==> src/rtl/sram_dp_reader_pkg.sv <==
// Shared definitions for the sram_dp read engine.
//   rd_state_t     : FSM encoding (IDLE, RUN, DRAIN, DONE)
//   FIFO_DEPTH     : pair FIFO depth; also the issue credit limit
//   FIFO_CNT_W     : width of the FIFO occupancy count (0..FIFO_DEPTH)
//   payload layout : {last, single, hi, lo}, 2*WIDTH+2 bits per pair
package sram_dp_reader_pkg;

    typedef enum logic [1:0] {
        IDLE  = 2'd0,
        RUN   = 2'd1,
        DRAIN = 2'd2,
        DONE  = 2'd3
    } rd_state_t;

    localparam int FIFO_DEPTH = 4;
    localparam int FIFO_CNT_W = $clog2(FIFO_DEPTH + 1);

    // Two flag bits (last, single) sit above the two data words.
    localparam int PAYLOAD_FLAGS = 2;

    function automatic int payload_width(input int width);
        return 2 * width + PAYLOAD_FLAGS;
    endfunction

    function automatic int last_bit(input int width);
        return 2 * width + 1;
    endfunction

    function automatic int single_bit(input int width);
        return 2 * width;
    endfunction

endpackage

==> src/rtl/sram_dp_reader_fifo.sv <==
// sram_rd_fifo: synchronous FIFO holding read pairs until downstream accepts them.
// Ports:
//   i_clk, i_rst_n : clock, asynchronous active-low reset (empties the FIFO)
//   i_push, i_data : write one payload (ignored when full)
//   i_pop          : drop the head entry (ignored when empty)
//   o_data         : head entry, stable until popped
//   o_count        : number of stored entries
//   o_empty        : no entries stored
module sram_rd_fifo
    import sram_dp_reader_pkg::*;
#(
    parameter int DATA_W = 34
) (
    input  logic                  i_clk,
    input  logic                  i_rst_n,
    input  logic                  i_push,
    input  logic [DATA_W-1:0]     i_data,
    input  logic                  i_pop,
    output logic [DATA_W-1:0]     o_data,
    output logic [FIFO_CNT_W-1:0] o_count,
    output logic                  o_empty
);

    localparam int PTR_W = $clog2(FIFO_DEPTH);
    localparam logic [FIFO_CNT_W-1:0] FULL_COUNT = FIFO_CNT_W'(FIFO_DEPTH);
    localparam logic [FIFO_CNT_W-1:0] ONE_ENTRY = FIFO_CNT_W'(1);
    localparam logic [PTR_W-1:0] ONE_PTR = PTR_W'(1);

    logic [DATA_W-1:0] mem [FIFO_DEPTH];
    logic [PTR_W-1:0]  wr_ptr;
    logic [PTR_W-1:0]  rd_ptr;
    logic              push_ok;
    logic              pop_ok;

    assign o_empty = (o_count == '0);
    assign push_ok = i_push && (o_count != FULL_COUNT);
    assign pop_ok  = i_pop && !o_empty;
    assign o_data  = mem[rd_ptr];

    // Storage needs no reset: the head is only looked at while the count is nonzero.
    always_ff @(posedge i_clk) begin
        if (push_ok) begin
            mem[wr_ptr] <= i_data;
        end
    end

    // A simultaneous push and pop leaves the count unchanged; the pointers
    // still move independently, so ordering is kept.
    always_ff @(posedge i_clk or negedge i_rst_n) begin
        if (!i_rst_n) begin
            wr_ptr  <= '0;
            rd_ptr  <= '0;
            o_count <= '0;
        end else begin
            if (push_ok) begin
                wr_ptr <= wr_ptr + ONE_PTR;
            end
            if (pop_ok) begin
                rd_ptr <= rd_ptr + ONE_PTR;
            end
            case ({push_ok, pop_ok})
                2'b10:   o_count <= o_count + ONE_ENTRY;
                2'b01:   o_count <= o_count - ONE_ENTRY;
                default: o_count <= o_count;
            endcase
        end
    end

endmodule

==> src/rtl/sram_dp_reader.sv <==
// sram_dp_reader: streams a contiguous block out of the dual-port SRAM, one
// word pair per cycle (port 0 even offsets, port 1 odd offsets), into a
// valid/ready stream buffered by a 4-entry FIFO.
// Ports:
//   i_clk, i_rst_n            : clock, asynchronous active-low reset
//   i_start, i_base_addr, i_len : block command, accepted only in IDLE
//   o_busy, o_done            : not-IDLE flag, one-cycle completion pulse
//   o_ce_n, o_rdwr_n_*, o_addr_*, o_wdata_*, i_rdata_* : SRAM ports 0/1
//   o_valid, i_ready, o_data, o_single, o_last : pair stream
module sram_dp_reader
    import sram_dp_reader_pkg::*;
#(
    parameter int WIDTH      = 16,
    parameter int ADDR_WIDTH = 4,
    parameter int DEPTH      = 1 << ADDR_WIDTH
) (
    input  logic                    i_clk,
    input  logic                    i_rst_n,
    input  logic                    i_start,
    input  logic [ADDR_WIDTH-1:0]   i_base_addr,
    input  logic [ADDR_WIDTH:0]     i_len,
    output logic                    o_busy,
    output logic                    o_done,
    output logic                    o_ce_n,
    output logic                    o_rdwr_n_0,
    output logic                    o_rdwr_n_1,
    output logic [ADDR_WIDTH-1:0]   o_addr_0,
    output logic [ADDR_WIDTH-1:0]   o_addr_1,
    output logic [WIDTH-1:0]        o_wdata_0,
    output logic [WIDTH-1:0]        o_wdata_1,
    input  logic [WIDTH-1:0]        i_rdata_0,
    input  logic [WIDTH-1:0]        i_rdata_1,
    output logic                    o_valid,
    input  logic                    i_ready,
    output logic [2*WIDTH-1:0]      o_data,
    output logic                    o_single,
    output logic                    o_last
);

    localparam int PW = payload_width(WIDTH);
    localparam logic [ADDR_WIDTH:0] ONE_PAIR = (ADDR_WIDTH + 1)'(1);
    localparam logic [FIFO_CNT_W:0] FIFO_LIMIT = (FIFO_CNT_W + 1)'(FIFO_DEPTH);

    rd_state_t               state;
    logic [ADDR_WIDTH-1:0]   next_addr;
    logic [ADDR_WIDTH:0]     pairs_left;
    logic                    odd_len;
    logic                    s1_valid, s1_last, s1_single;
    logic                    s2_valid, s2_last, s2_single;
    logic [PW-1:0]           push_data;
    logic [PW-1:0]           head;
    logic [FIFO_CNT_W-1:0]   fifo_count;
    logic                    fifo_empty;
    logic                    pop;
    logic                    can_issue;
    logic [ADDR_WIDTH:0]     start_pairs;
    logic [FIFO_CNT_W:0]     occupancy;

    function automatic logic [ADDR_WIDTH-1:0] wrap_addr(input logic [ADDR_WIDTH-1:0] a,
                                                        input logic [31:0] inc);
        return ADDR_WIDTH'((32'(a) + inc) % DEPTH);
    endfunction

    assign o_rdwr_n_0 = 1'b1;
    assign o_rdwr_n_1 = 1'b1;
    assign o_wdata_0  = '0;
    assign o_wdata_1  = '0;

    assign start_pairs = (i_len >> 1) + {{ADDR_WIDTH{1'b0}}, i_len[0]};

    // Credits count stored pairs plus both in-flight stages; a pop in the
    // same cycle is deliberately not credited, which keeps this a pure
    // function of registers and still allows one issue per cycle.
    assign occupancy = {1'b0, fifo_count} + {{FIFO_CNT_W{1'b0}}, s1_valid}
                     + {{FIFO_CNT_W{1'b0}}, s2_valid};
    assign can_issue = (occupancy < FIFO_LIMIT);

    // The odd tail word's partner read still happens; its data is zeroed here.
    assign push_data = {s2_last, s2_single, (s2_single ? {WIDTH{1'b0}} : i_rdata_1), i_rdata_0};

    assign o_valid  = !fifo_empty;
    assign pop      = o_valid && i_ready;
    assign o_data   = o_valid ? head[2*WIDTH-1:0] : '0;
    assign o_single = o_valid && head[single_bit(WIDTH)];
    assign o_last   = o_valid && head[last_bit(WIDTH)];

    sram_rd_fifo #(
        .DATA_W (PW)
    ) u_fifo (
        .i_clk   (i_clk),
        .i_rst_n (i_rst_n),
        .i_push  (s2_valid),
        .i_data  (push_data),
        .i_pop   (pop),
        .o_data  (head),
        .o_count (fifo_count),
        .o_empty (fifo_empty)
    );

    // Control FSM plus the two-stage read pipeline. The first pair is issued
    // on the start edge itself so data reaches the FIFO two edges later.
    // s1 marks the SRAM issue cycle, s2 the cycle its read data is valid.
    always_ff @(posedge i_clk or negedge i_rst_n) begin
        if (!i_rst_n) begin
            state      <= IDLE;
            o_busy     <= 1'b0;
            o_done     <= 1'b0;
            o_ce_n     <= 1'b1;
            o_addr_0   <= '0;
            o_addr_1   <= '0;
            next_addr  <= '0;
            pairs_left <= '0;
            odd_len    <= 1'b0;
            s1_valid   <= 1'b0;
            s1_last    <= 1'b0;
            s1_single  <= 1'b0;
            s2_valid   <= 1'b0;
            s2_last    <= 1'b0;
            s2_single  <= 1'b0;
        end else begin
            o_ce_n    <= 1'b1;
            s1_valid  <= 1'b0;
            s1_last   <= 1'b0;
            s1_single <= 1'b0;
            s2_valid  <= s1_valid;
            s2_last   <= s1_last;
            s2_single <= s1_single;

            case (state)
                IDLE: begin
                    if (i_start) begin
                        o_busy <= 1'b1;
                        if (i_len == '0) begin
                            state  <= DONE;
                            o_done <= 1'b1;
                        end else begin
                            state      <= RUN;
                            o_ce_n     <= 1'b0;
                            o_addr_0   <= i_base_addr;
                            o_addr_1   <= wrap_addr(i_base_addr, 32'd1);
                            next_addr  <= wrap_addr(i_base_addr, 32'd2);
                            pairs_left <= start_pairs - ONE_PAIR;
                            odd_len    <= i_len[0];
                            s1_valid   <= 1'b1;
                            s1_last    <= (start_pairs == ONE_PAIR);
                            s1_single  <= (start_pairs == ONE_PAIR) && i_len[0];
                        end
                    end
                end
                RUN: begin
                    // Nothing left after the start-edge issue: go straight to draining.
                    if (pairs_left == '0) begin
                        state <= DRAIN;
                    end else if (can_issue) begin
                        o_ce_n     <= 1'b0;
                        o_addr_0   <= next_addr;
                        o_addr_1   <= wrap_addr(next_addr, 32'd1);
                        next_addr  <= wrap_addr(next_addr, 32'd2);
                        pairs_left <= pairs_left - ONE_PAIR;
                        s1_valid   <= 1'b1;
                        s1_last    <= (pairs_left == ONE_PAIR);
                        s1_single  <= (pairs_left == ONE_PAIR) && odd_len;
                        if (pairs_left == ONE_PAIR) begin
                            state <= DRAIN;
                        end
                    end
                end
                DRAIN: begin
                    if (pop && o_last) begin
                        state  <= DONE;
                        o_done <= 1'b1;
                    end
                end
                DONE: begin
                    state  <= IDLE;
                    o_busy <= 1'b0;
                    o_done <= 1'b0;
                end
                default: begin
                    state <= IDLE;
                end
            endcase
        end
    end

endmodule

==> config.mk <==
export PLATFORM = sky130hd
export DESIGN_NAME = sram_dp_reader
export DESIGN_NICKNAME = d
export VERILOG_FILES = /design/src/rtl/sram_dp_reader_pkg.sv /design/src/rtl/sram_dp_reader_fifo.sv /design/src/rtl/sram_dp_reader.sv
export SDC_FILE = /design/constraint.sdc
export NUM_CORES = 1
export LEC_CHECK = 0
export BUFFER_PORTS_ARGS = -buffer_cell sky130_fd_sc_hd__buf_2
export CAP_MARGIN = 40
export CORE_MARGIN = 2
export CORE_UTILIZATION = 55
export CTS_CLUSTER_DIAMETER = 120
export DETAILED_ROUTE_END_ITERATION = 6
export PLACE_DENSITY_LB_ADDON = 0.3
export SETUP_SLACK_MARGIN = 0.1
export SLEW_MARGIN = 20
export SYNTH_ARGS = -nofsm -noshare
export SYNTH_HDL_FRONTEND = slang
export SYNTH_SLANG_ARGS = --single-unit
==> constraint.sdc <==
create_clock -name i_clk -period 4.5 [get_ports i_clk]
set_input_delay 0.675 -clock i_clk [delete_from_list [all_inputs] [get_ports i_clk]]
set_output_delay 0.675 -clock i_clk [all_outputs]
set_load 0.05 [all_outputs]
==> summary.md, run 1 <==
| Metric | Value |
|---|---|
| Worst VDD drop | `0.576 mV` |
| Sink Count | `172` |
| Max-cap violations | `0` |
| Starting Density | `55.6%` |
| Syn Inst Count | `481` |
| Number of global-route vias before repair | `between 4000 and 5000` |
| Pins Over Slew Limit | `0` |
| Synth Flop Type | `edfxtp_1` |
| Post-synth EDFFs | `around 140` |
| CP Launch Type | `flop` |
| Setup TNS | `0 ps` |
| Hold WC Path Type | `input pin to async pin` |
| # IOs | `125` |
| YS warnings | `0` |
| First-pass GRT wire length | `21600 um` |
| Number of DRC markers in iteration 0 | `284` |
| WL met3 | `808 um` |
| Met1 wire length | `about 5400 um` |
| GRT Total Usage | `19.9%` |
| Area Growth Syn to Fin | `16.1%` |
| Layout Nets | `643` |
| CP cell instances | `buf_4 > mux4_2 > and2_1 > buf_2` |
| RSZ-0062 raised after global routing | `false` |
| Post-CTS Hold Buffers | `0` |
| Final hold violation count | `0` |
| Wire per inst | `17.7 um` |
| Period minus WS final | `3310 ps` |
| Clk_lat worst skew | `430 ps` |
| Worst clock skew | `7.06 ps` |
| CTS buffer count | `17` |
| Clock Tree Root | `clkbuf_16` |
| Synth Register Bits | `~170` |
| Final period util | `about three quarters` |
| Critical path data arrival time | `2630 ps` |
| GPL Wtd Cong | `0.810` |
| Die H | `122 um` |
| Die area | `14800 um^2` |
| Synthesized area | `7630 um^2` |
| Critical Path Max Stage Delay | `around 820 ps` |
| Crit Path Max Fanout | `21` |
| Asr flop ratio synth | `approximately a fifth` |
| PortBufs | `90` |
| WP data required | `3830 ps` |
| Setup ws final | `1190 ps` |
| CTS tree | `yes` |
| Largest net degree at the start of global routing | `37` |
| WL met2 | `6980 um` |
| Core Area | `13700 um^2` |
| Row count | `43` |
| Layout cells sized above 1 | `30.7%` |
| DP Area | `8190 um^2` |
| Via density per instance | `5.40` |
| Filler cells | `around 1000` |
| Commonest non-fill, non-tap cell in the layout | `edfxtp_1` |
| Fmax | `a little over 300 MHz` |
| Place WS | `between 1500 and 2000 ps` |
| Final setup violating endpoints | `0` |
| Routed wire length | `13700 um` |
| Worst Tran Pin Value | `808 ps` |
| Distinct cells, synth | `between 50 and 60` |
| DIE WIDTH | `122 um` |
| CP max stage cell | `dfrtp_2` |
| Final ANT Viol Nets | `0` |
| PD cells | `783 nW/um^2` |
| Final instance area | `8860 um^2` |
| H-tree depth | `4` |
| WHS | `107 ps` |
| Post-synthesis sequential area ratio | `65.3%` |
| CTS Buffer Depth | `2` |
| Dpl hpwl | `8630 um` |
| Post-route DRC | `0` |
| Pre-antenna DRT Iters | `4` |
| Leakage power | `3.45 nW` |
| Via Count | `approximately 4200` |
| Gr ovfl total | `0` |
| Initial antenna violation count | `0` |
| Critical path class | `flop to primary output` |
| Worst rel slew slack | `46.1%` |
| Max layer used | `met4` |
| Reg clk slew, reported paths | `60 ps` |
| Crit path buf inv count | `2` |
| # resized after CTS | `0` |
| Avg Inst Size Synth | `between 15 and 20 um^2` |
| Worst setup EP type | `primary output` |
| Post CTS Setup Buffer Count | `0` |
| CP top delay family | `flip-flops` |
| Most frequent cells in the layout | `edfxtp_1, buf_2, and2_1, mux4_2, conb_1` |
| Status | `finished clean` |
## cells in the mapped netlist (2+ instances only)
cell,n,area (um^2)
a21o_1,4,30.0
a21oi_1,8,40.0
a31oi_1,2,12.5
and2_1,39,244
buf_2,4,20.0
buf_4,34,255
buf_6,2,22.5
clkbuf_1,13,48.8
conb_1,2,7.51
dfrtp_1,35,876
edfxtp_1,136,4080
ha_1,21,263
inv_1,22,82.6
mux2_2,3,33.8
mux2i_1,5,50.1
mux4_2,34,766
nand2_1,26,97.6
nand3_1,4,20.0
nor2_1,9,33.8
nor2b_1,18,113
nor3_1,2,10.0
nor4b_1,2,17.5
o2111ai_1,3,26.3
o21a_1,2,15.0
o21ai_0,8,40.0
o21ai_2,5,43.8
o22ai_1,3,18.8
xnor2_1,8,70.1
xor2_1,5,43.8
## worst register-to-register path: stages (launching register included)
cell	delay, ps
dfrtp_1	410
inv_1	140
ha_1	590
nor2b_1	240
a31o_4	130
o21a_1	470
clkinv_8	190
a21oi_1	170
a2bb2oi_1	160
## logic make-up after synthesis
logic type	after synthesis	share of synthesized area (%)
flip-flops	172	65.3
AND/OR/NAND/NOR	106	7.67
buffers and inverters	77	6.10
AO/OA/AOI/OAI	47	4.51
multiplexers	42	11.1
adder cells (fa/ha/maj)	22	3.70
XOR/XNOR	13	1.49
other	2	0.0984
## report_power, final
part	switching [W]	internal (W)
combinational	0.00203	0.00103
sequential	0.000245	0.00211
clock	0.000588	0.000935
total	0.00286	0.00408
## through the flow
step	power (W)	instances	utilization [%]
global route	0.00729	769	64.6
global placement	0.00530	731	58.9
detailed placement	0.00544	735	59.7
CTS	0.00698	767	64.2
finish	0.00694	770	64.6
floorplan	0.00480	513	-
## final cells by class
| type | count | area (um^2) | share of cell area, % |
|---|---|---|---|
| antenna | 1 | 2.50 | 0.0282 |
| clock buffer | 19 | 433 | 4.89 |
| clock inverter | 13 | 189 | 2.13 |
| inverter | 23 | 98.8 | 1.12 |
| multi-input combinational | 264 | 2310 | 26.1 |
| sequential | 172 | 4990 | 56.3 |
| tap | 180 | 225 | 2.54 |
| timing repair buffer | 98 | 616 | 6.95 |
## final timing paths
| check | startpoint | end | cells after the start | slack [ps] |
|---|---|---|---|---|
| max | u_fifo.rd_ptr[0] | o_data[10] | 4 | 1190 |
| min | i_rst_n | odd_len | 1 | 110 |
| max reg2reg | state[1] | pairs_left[4] | 8 | 1920 |
| min reg2reg | s1_last | s2_last | 0 | 350 |
| max in group asynchronous | i_rst_n | o_ce_n | 2 | 3900 |
| min in group i_clk | s1_last | s2_last | 0 | 350 |
## metal layers
layer,GRT usage [%],up-vias
met5,0,-
met4,10.3,0
met3,5.01,34
met2,33.4,140
met1,24.0,2081
li1,-,1905
## state kept, by name, indices dropped and copies added, names as in the netlist, 2 cells and up
name            count
next_addr           4
o_addr_1            4
pairs_left          5
state               2
o_addr_0            4
u_fifo.o_count      3
u_fifo.mem        136
u_fifo.rd_ptr       2
u_fifo.wr_ptr       2
(Power assumes the default switching activity.)
==> run 2, diff against run 1 <==
==> constraint.sdc (replaced) <==
create_clock -name i_clk -period 3.4 [get_ports i_clk]
set_input_delay 0.51 -clock i_clk [delete_from_list [all_inputs] [get_ports i_clk]]
set_output_delay 0.51 -clock i_clk [all_outputs]
set_load 0.05 [all_outputs]
==> run 2 against run 1 <==
  * Register-to-register slack lost 920 ps
  * Die area is the same
  * Clock power grew 23%
  * Sequential share of layout area grew 0.49 points
  * Critical path type unchanged
  * Critical endpoint is now o_data[22]
==> summary.md, run 2 (synthesized netlist as in run 1, its figures left out) <==
| Metric | Value |
|---|---|
| Initial antenna violation count | `1 (was 0)` |
| # IOs | `125 (unchanged)` |
| Antenna fix cells | `0 (was 1)` |
| Crit Reg-Reg Endpoint | `pairs_left[4] (unchanged)` |
| Worst clock skew | `5.76 ps (was 7.06 ps)` |
| Sink Count | `172 (unchanged)` |
| RSZ-0062 raised after global routing | `false (unchanged)` |
| Worst setup EP type | `primary output (unchanged)` |
| Worst Tran Pin Value | `843 ps (was 808 ps)` |
| Row count | `43 (unchanged)` |
| Clk_lat worst skew | `430 ps (about the same)` |
| CTS Buffer Depth | `2 (unchanged)` |
| Fmax | `356 MHz` |
| First-pass GRT wire length | `21900 um (was 21600 um)` |
| Critical path class | `flop to primary output (unchanged)` |
| Most frequent cells in the layout | `edfxtp_1, buf_2, and2_1, mux4_2, conb_1 (unchanged)` |
| Worst rel slew slack | `43.8% (was 46.1%)` |
| Final period util | `between 80 and 90%` |
| Via density per instance | `5.36 (was 5.40)` |
| Reg clk slew, reported paths | `60 ps (about the same)` |
| CTS tree | `yes (unchanged)` |
| Area Growth Syn to Fin | `15.1% (was 16.1%)` |
| Die area | `14800 um^2 (unchanged)` |
| Final setup violating endpoints | `0 (unchanged)` |
| DIE WIDTH | `122 um (unchanged)` |
| PD cells | `1030 nW/um^2 (was 783 nW/um^2)` |
| Starting Density | `55.6% (unchanged)` |
| Critical path data arrival time | `2300 ps (was 2630 ps)` |
| Number of global-route vias before repair | `4272 (was 4207)` |
| Reg with most FFs | `u_fifo.mem (unchanged)` |
| Dpl cells | `739 (was 735)` |
| Biggest regs | `u_fifo.mem (136), pairs_left (5) (unchanged)` |
| Worst reg2reg path depth | `7 (was 8)` |
| Layout Nets | `646 (was 643)` |
| Final hold violation count | `0 (unchanged)` |
| Crit Path Max Fanout | `25 (was 21)` |
| Pins Over Slew Limit | `0 (unchanged)` |
| WP data required | `2890 ps (was 3830 ps)` |
| Final ANT Viol Nets | `0 (unchanged)` |
| CP Launch Type | `flop (unchanged)` |
| Max-cap violations | `0 (unchanged)` |
| Reg2reg start | `u_fifo.o_count[0] (was state[1])` |
| Setup ws final | `593 ps (was 1190 ps)` |
| GPL Wtd Cong | `0.818 (was 0.810)` |
| Hold WC Path Type | `input pin to async pin (unchanged)` |
| R2R setup slack | `1000 ps (was 1920 ps)` |
| Gr ovfl total | `0 (unchanged)` |
| PortBufs | `90 (unchanged)` |
| Post-route DRC | `0 (unchanged)` |
| Post CTS Setup Buffer Count | `0 (unchanged)` |
| Non-filler cells, final | `772 (was 770)` |
| Wire per inst | `17.9 um (was 17.7 um)` |
| Period minus WS final | `2810 ps` |
| Dpl hpwl | `9230 um (was 8630 um)` |
| Pre-antenna DRT Iters | `4 (unchanged)` |
| Commonest non-fill, non-tap cell in the layout | `edfxtp_1 (unchanged)` |
| Leakage power | `3.42 nW (was 3.45 nW)` |
| Place WS | `986 ps (was 1570 ps)` |
| Routed wire length | `13800 um (was 13700 um)` |
| # resized after CTS | `0 (unchanged)` |
| Core Area | `13700 um^2 (unchanged)` |
| Clock Tree Root | `clkbuf_16 (unchanged)` |
| Worst VDD drop | `0.743 mV (was 0.576 mV)` |
| Via Count | `4135 (was 4160)` |
| CTS buffer count | `17 (unchanged)` |
| Layout cells sized above 1 | `31.4% (was 30.7%)` |
| Register Area | `4990 um^2 (unchanged)` |
| GRT Total Usage | `19.9% (about the same)` |
| Power Total | `0.00902 W (was 0.00694 W)` |
| Number of flip-flops in the largest register | `136 (unchanged)` |
| Number of DRC markers in iteration 0 | `315 (was 284)` |
| Filler cells | `1041 (was 974)` |
| Setup TNS | `0 ps (unchanged)` |
| Die H | `122 um (unchanged)` |
| Largest net degree at the start of global routing | `38 (was 37)` |
| Post-CTS Hold Buffers | `0 (unchanged)` |
| Status | `finished clean (unchanged)` |
| H-tree depth | `4 (unchanged)` |
| Multi-input gate area | `2310 um^2 (unchanged)` |
run 2: cell count changes in the layout (fill, tap and decap cells not counted), sizes merged:
cell      previous run  this run
buf                 98       101
bufinv               4         2
clkbuf              19        17
clkinv               4         7
clkinvlp             2         5
diode                1         0
inv                 26        24
run 2: layout make-up:
| type | count | share of cell area (%) |
|---|---|---|
| Clock buffer | 17 | 4.84 |
| Clock inverter | 15 | 1.68 |
| Inverter | 23 | 1.13 |
| Multi-Input combinational cell | 264 | 26.3 |
| Sequential cell | 172 | 56.8 |
| Tap cell | 180 | 2.56 |
| Timing Repair Buffer | 101 | 6.72 |
run 2: routing by layer:
metal	share of wire (%)	GRT usage, %	wire, um	vias up
li1	-	-	-	1908
met1	42	24.3	5840	2091
met2	51	33.6	7010	111
met3	5.1	5.71	702	23
met4	1.9	7.90	260	2
met5	0.12	0	16	-
run 2: worst max-delay path by stage:
stage / from / end / slack, ps / depth (start not counted)
after floorplan: u_fifo.o_count[2] / o_data[22] / 1060 / 4
after global placement: u_fifo.rd_ptr[0] / o_data[22] / 1000 / 4
after detailed placement: u_fifo.rd_ptr[0] / o_data[22] / 990 / 4
after CTS: u_fifo.rd_ptr[0] / o_data[22] / 520 / 4
after global routing: u_fifo.rd_ptr[0] / o_data[0] / 440 / 4
final: u_fifo.rd_ptr[0] / o_data[22] / 590 / 4
run 2: power breakdown:
group	internal, W	switching, W	total (W)
clock	0.00108	0.000793	0.00187
combinational	0.00134	0.00270	0.00404
sequential	0.00279	0.000315	0.00310
total	0.00521	0.00381	0.00902
run 2: critical path, stage by stage, from the launching register on:
cell and delay [ps]:
dfrtp_2 640, buf_12 280, mux4_2 520, and2_1 200, buf_2 220
run 2: metrics by stage:
stage	instance area [um^2]	utilization [%]	hold slack, ps
4_1_cts	8760	63.8	204
5_1_grt	8780	64.0	44.7
2_1_floorplan	7750	-	214
6_report	8780	64.0	25.1
3_5_place_dp	8180	59.7	337
3_3_place_gp	8140	59.4	334
==> run 3, diff against run 2 <==
==> constraint.sdc (replaced) <==
create_clock -name i_clk -period 2.62 [get_ports i_clk]
set_input_delay 0.393 -clock i_clk [delete_from_list [all_inputs] [get_ports i_clk]]
set_output_delay 0.393 -clock i_clk [all_outputs]
set_load 0.05 [all_outputs]
==> run 3 against run 2 <==
  * Clock power grew 27%
  * Clock-buffer cell count stayed put
  * Sequential share of layout area is 0.51 points lower
  * Via count grew 1.4%
  * Largest cell class unchanged
  * Final cell count increased by 0.52%
  * Flip-flop and latch count is the same
  * Largest power group unchanged
  * Critical endpoint is now o_data[3]
  * Wire length is 1.6% higher
==> summary.md, run 3 (synthesized netlist as in run 1, its figures left out) <==
| Metric | Value |
|---|---|
| Final hold violation count | `0 (unchanged)` |
| Min-delay src | `i_rdata_0[11]` |
| Worst VDD drop | `0.866 mV (was 0.743 mV)` |
| PortBufs | `90 (unchanged)` |
| Setup TNS | `0 ps (unchanged)` |
| Biggest regs | `u_fifo.mem (136), pairs_left (5) (unchanged)` |
| Row count | `43 (unchanged)` |
| Status | `finished clean (unchanged)` |
| Final ANT Viol Nets | `0 (unchanged)` |
| Crit Path Max Fanout | `15 (was 25)` |
| Clock Tree Root | `clkbuf_16 (unchanged)` |
| Crit Reg-Reg Endpoint | `pairs_left[4] (unchanged)` |
| Layout Nets | `650 (was 646)` |
| Final instance area | `8870 um^2 (was 8780 um^2)` |
| Final setup violating endpoints | `0 (unchanged)` |
| Post-route DRC | `0 (unchanged)` |
| Multi-input gate area | `2310 um^2 (unchanged)` |
| Antenna fix cells | `0 (unchanged)` |
| Pins Over Slew Limit | `0 (unchanged)` |
| GPL Wtd Cong | `0.823 (was 0.818)` |
| Reg2reg start | `state[1] (was u_fifo.o_count[0])` |
| Worst rel slew slack | `58.5% (was 43.8%)` |
| Register Area | `4990 um^2 (about the same)` |
| DIE WIDTH | `122 um (unchanged)` |
| Initial antenna violation count | `1 (unchanged)` |
| Via density per instance | `5.40 (was 5.36)` |
| Number of DRC markers in iteration 0 | `334 (was 315)` |
| Area Growth Syn to Fin | `16.2% (was 15.1%)` |
| Leakage power | `3.46 nW (was 3.42 nW)` |
| Die H | `122 um (unchanged)` |
| Worst Tran Pin Value | `619 ps (was 843 ps)` |
| DP Area | `8230 um^2 (was 8180 um^2)` |
| Gr ovfl total | `0 (unchanged)` |
| Critical path data arrival time | `2010 ps (was 2300 ps)` |
| Hold EP | `u_fifo.mem[3][11]` |
| Dpl hpwl | `9130 um (was 9230 um)` |
| RSZ-0062 raised after global routing | `false (unchanged)` |
| Period minus WS final | `2410 ps` |
| Critical path class | `flop to primary output (unchanged)` |
| Max-cap violations | `0 (unchanged)` |
| PD cells | `1330 nW/um^2 (was 1030 nW/um^2)` |
| Pre-antenna DRT Iters | `5 (was 4)` |
| Starting Density | `55.6% (unchanged)` |
| Core Area | `13700 um^2 (unchanged)` |
| CTS Buffer Depth | `2 (unchanged)` |
| Hold WC Path Type | `input pin to flop (was input pin to async pin)` |
| Filler cells | `985 (was 1041)` |
| Sink Count | `172 (unchanged)` |
| H-tree depth | `4 (unchanged)` |
| Final period util | `91.8%` |
| Most frequent cells in the layout | `edfxtp_1, buf_2, and2_1, mux4_2, conb_1 (unchanged)` |
| # IOs | `125 (unchanged)` |
| Commonest non-fill, non-tap cell in the layout | `edfxtp_1 (unchanged)` |
| R2R setup slack | `380 ps (was 1000 ps)` |
| Worst clock skew | `5.54 ps (was 5.76 ps)` |
| Largest net degree at the start of global routing | `37 (was 38)` |
| Worst setup EP type | `primary output (unchanged)` |
| Via Count | `4194 (was 4135)` |
| Number of flip-flops in the largest register | `136 (unchanged)` |
| First-pass GRT wire length | `22500 um (was 21900 um)` |
| CTS buffer count | `17 (unchanged)` |
| Fmax | `416 MHz` |
| CP Launch Type | `flop (unchanged)` |
| Number of global-route vias before repair | `4394 (was 4272)` |
| Clk_lat worst skew | `420 ps (was 430 ps)` |
| GRT Total Usage | `20.5% (was 19.9%)` |
| WP data required | `2230 ps (was 2890 ps)` |
| Hold path depth | `1` |
| Reg with most FFs | `u_fifo.mem (unchanged)` |
| Wire per inst | `18.1 um (was 17.9 um)` |
| Die area | `14800 um^2 (unchanged)` |
| CTS tree | `yes (unchanged)` |
| Routed wire length | `14000 um (was 13800 um)` |
| Reg clk slew, reported paths | `70 ps (was 60 ps)` |
| Layout cells sized above 1 | `31.9% (was 31.4%)` |
| Worst reg2reg path depth | `8 (was 7)` |
## run 3: area by class of cell
type | instances | share of cell area, %
Sequential cell | 172 | 56.3
Multi-Input combinational cell | 264 | 26.0
Timing Repair Buffer | 105 | 7.63
Clock buffer | 17 | 4.80
Tap cell | 180 | 2.54
Clock inverter | 15 | 1.61
Inverter | 23 | 1.11
## run 3: through the flow
stage               hold WS (ps)  setup WS, ps  util, %  instances  power (W)
finish                       190           214     64.6        776     0.0118
CTS                         78.7           184     64.3        773     0.0119
global placement             333           410     60.0        739    0.00934
detailed placement           337           335     60.0        739    0.00946
floorplan                   97.4           396        -        513    0.00824
global route                 180           133     64.6        776     0.0124
## run 3: worst max-delay path by stage
stage / from / endpoint / slack, ps / cells after the start
after detailed placement: i_len[0] / o_addr_1[0] / 340 / 9
after floorplan: u_fifo.o_count[2] / o_data[22] / 400 / 4
after CTS: u_fifo.rd_ptr[0] / o_data[3] / 180 / 4
after global routing: u_fifo.rd_ptr[0] / o_data[20] / 130 / 4
after global placement: i_len[0] / next_addr[1] / 410 / 9
final: u_fifo.rd_ptr[0] / o_data[3] / 210 / 4
## run 3: critical path, cell delays in order (launching register included)
cell and delay, ps:
dfrtp_4 480, buf_12 190, mux4_2 520, and2_1 190
buf_2 210
## run 3: what timing repair did
item                                    in CTS  in global routing
endpoints found under the hold margin        0                 11
buffers inserted                             2                  0
gates resized for setup                      1                  0
hold buffers                                 0                  1
endpoints found under the setup margin      27                  0
## run 3: power breakdown
| part | switching, W | total [W] | leakage (nW) | internal [W] |
|---|---|---|---|---|
| clock | 0.00106 | 0.00238 | 0.268 | 0.00132 |
| sequential | 0.000346 | 0.00397 | 1.67 | 0.00362 |
| combinational | 0.00359 | 0.00544 | 1.51 | 0.00185 |
## run 3: routing by layer
layer | part of all wire [%] | global-route usage [%]
met1 | 41 | 25.5
met2 | 53 | 35.5
met3 | 5.2 | 5.52
met4 | 1.1 | 6.18
met5 | 0.093 | 0
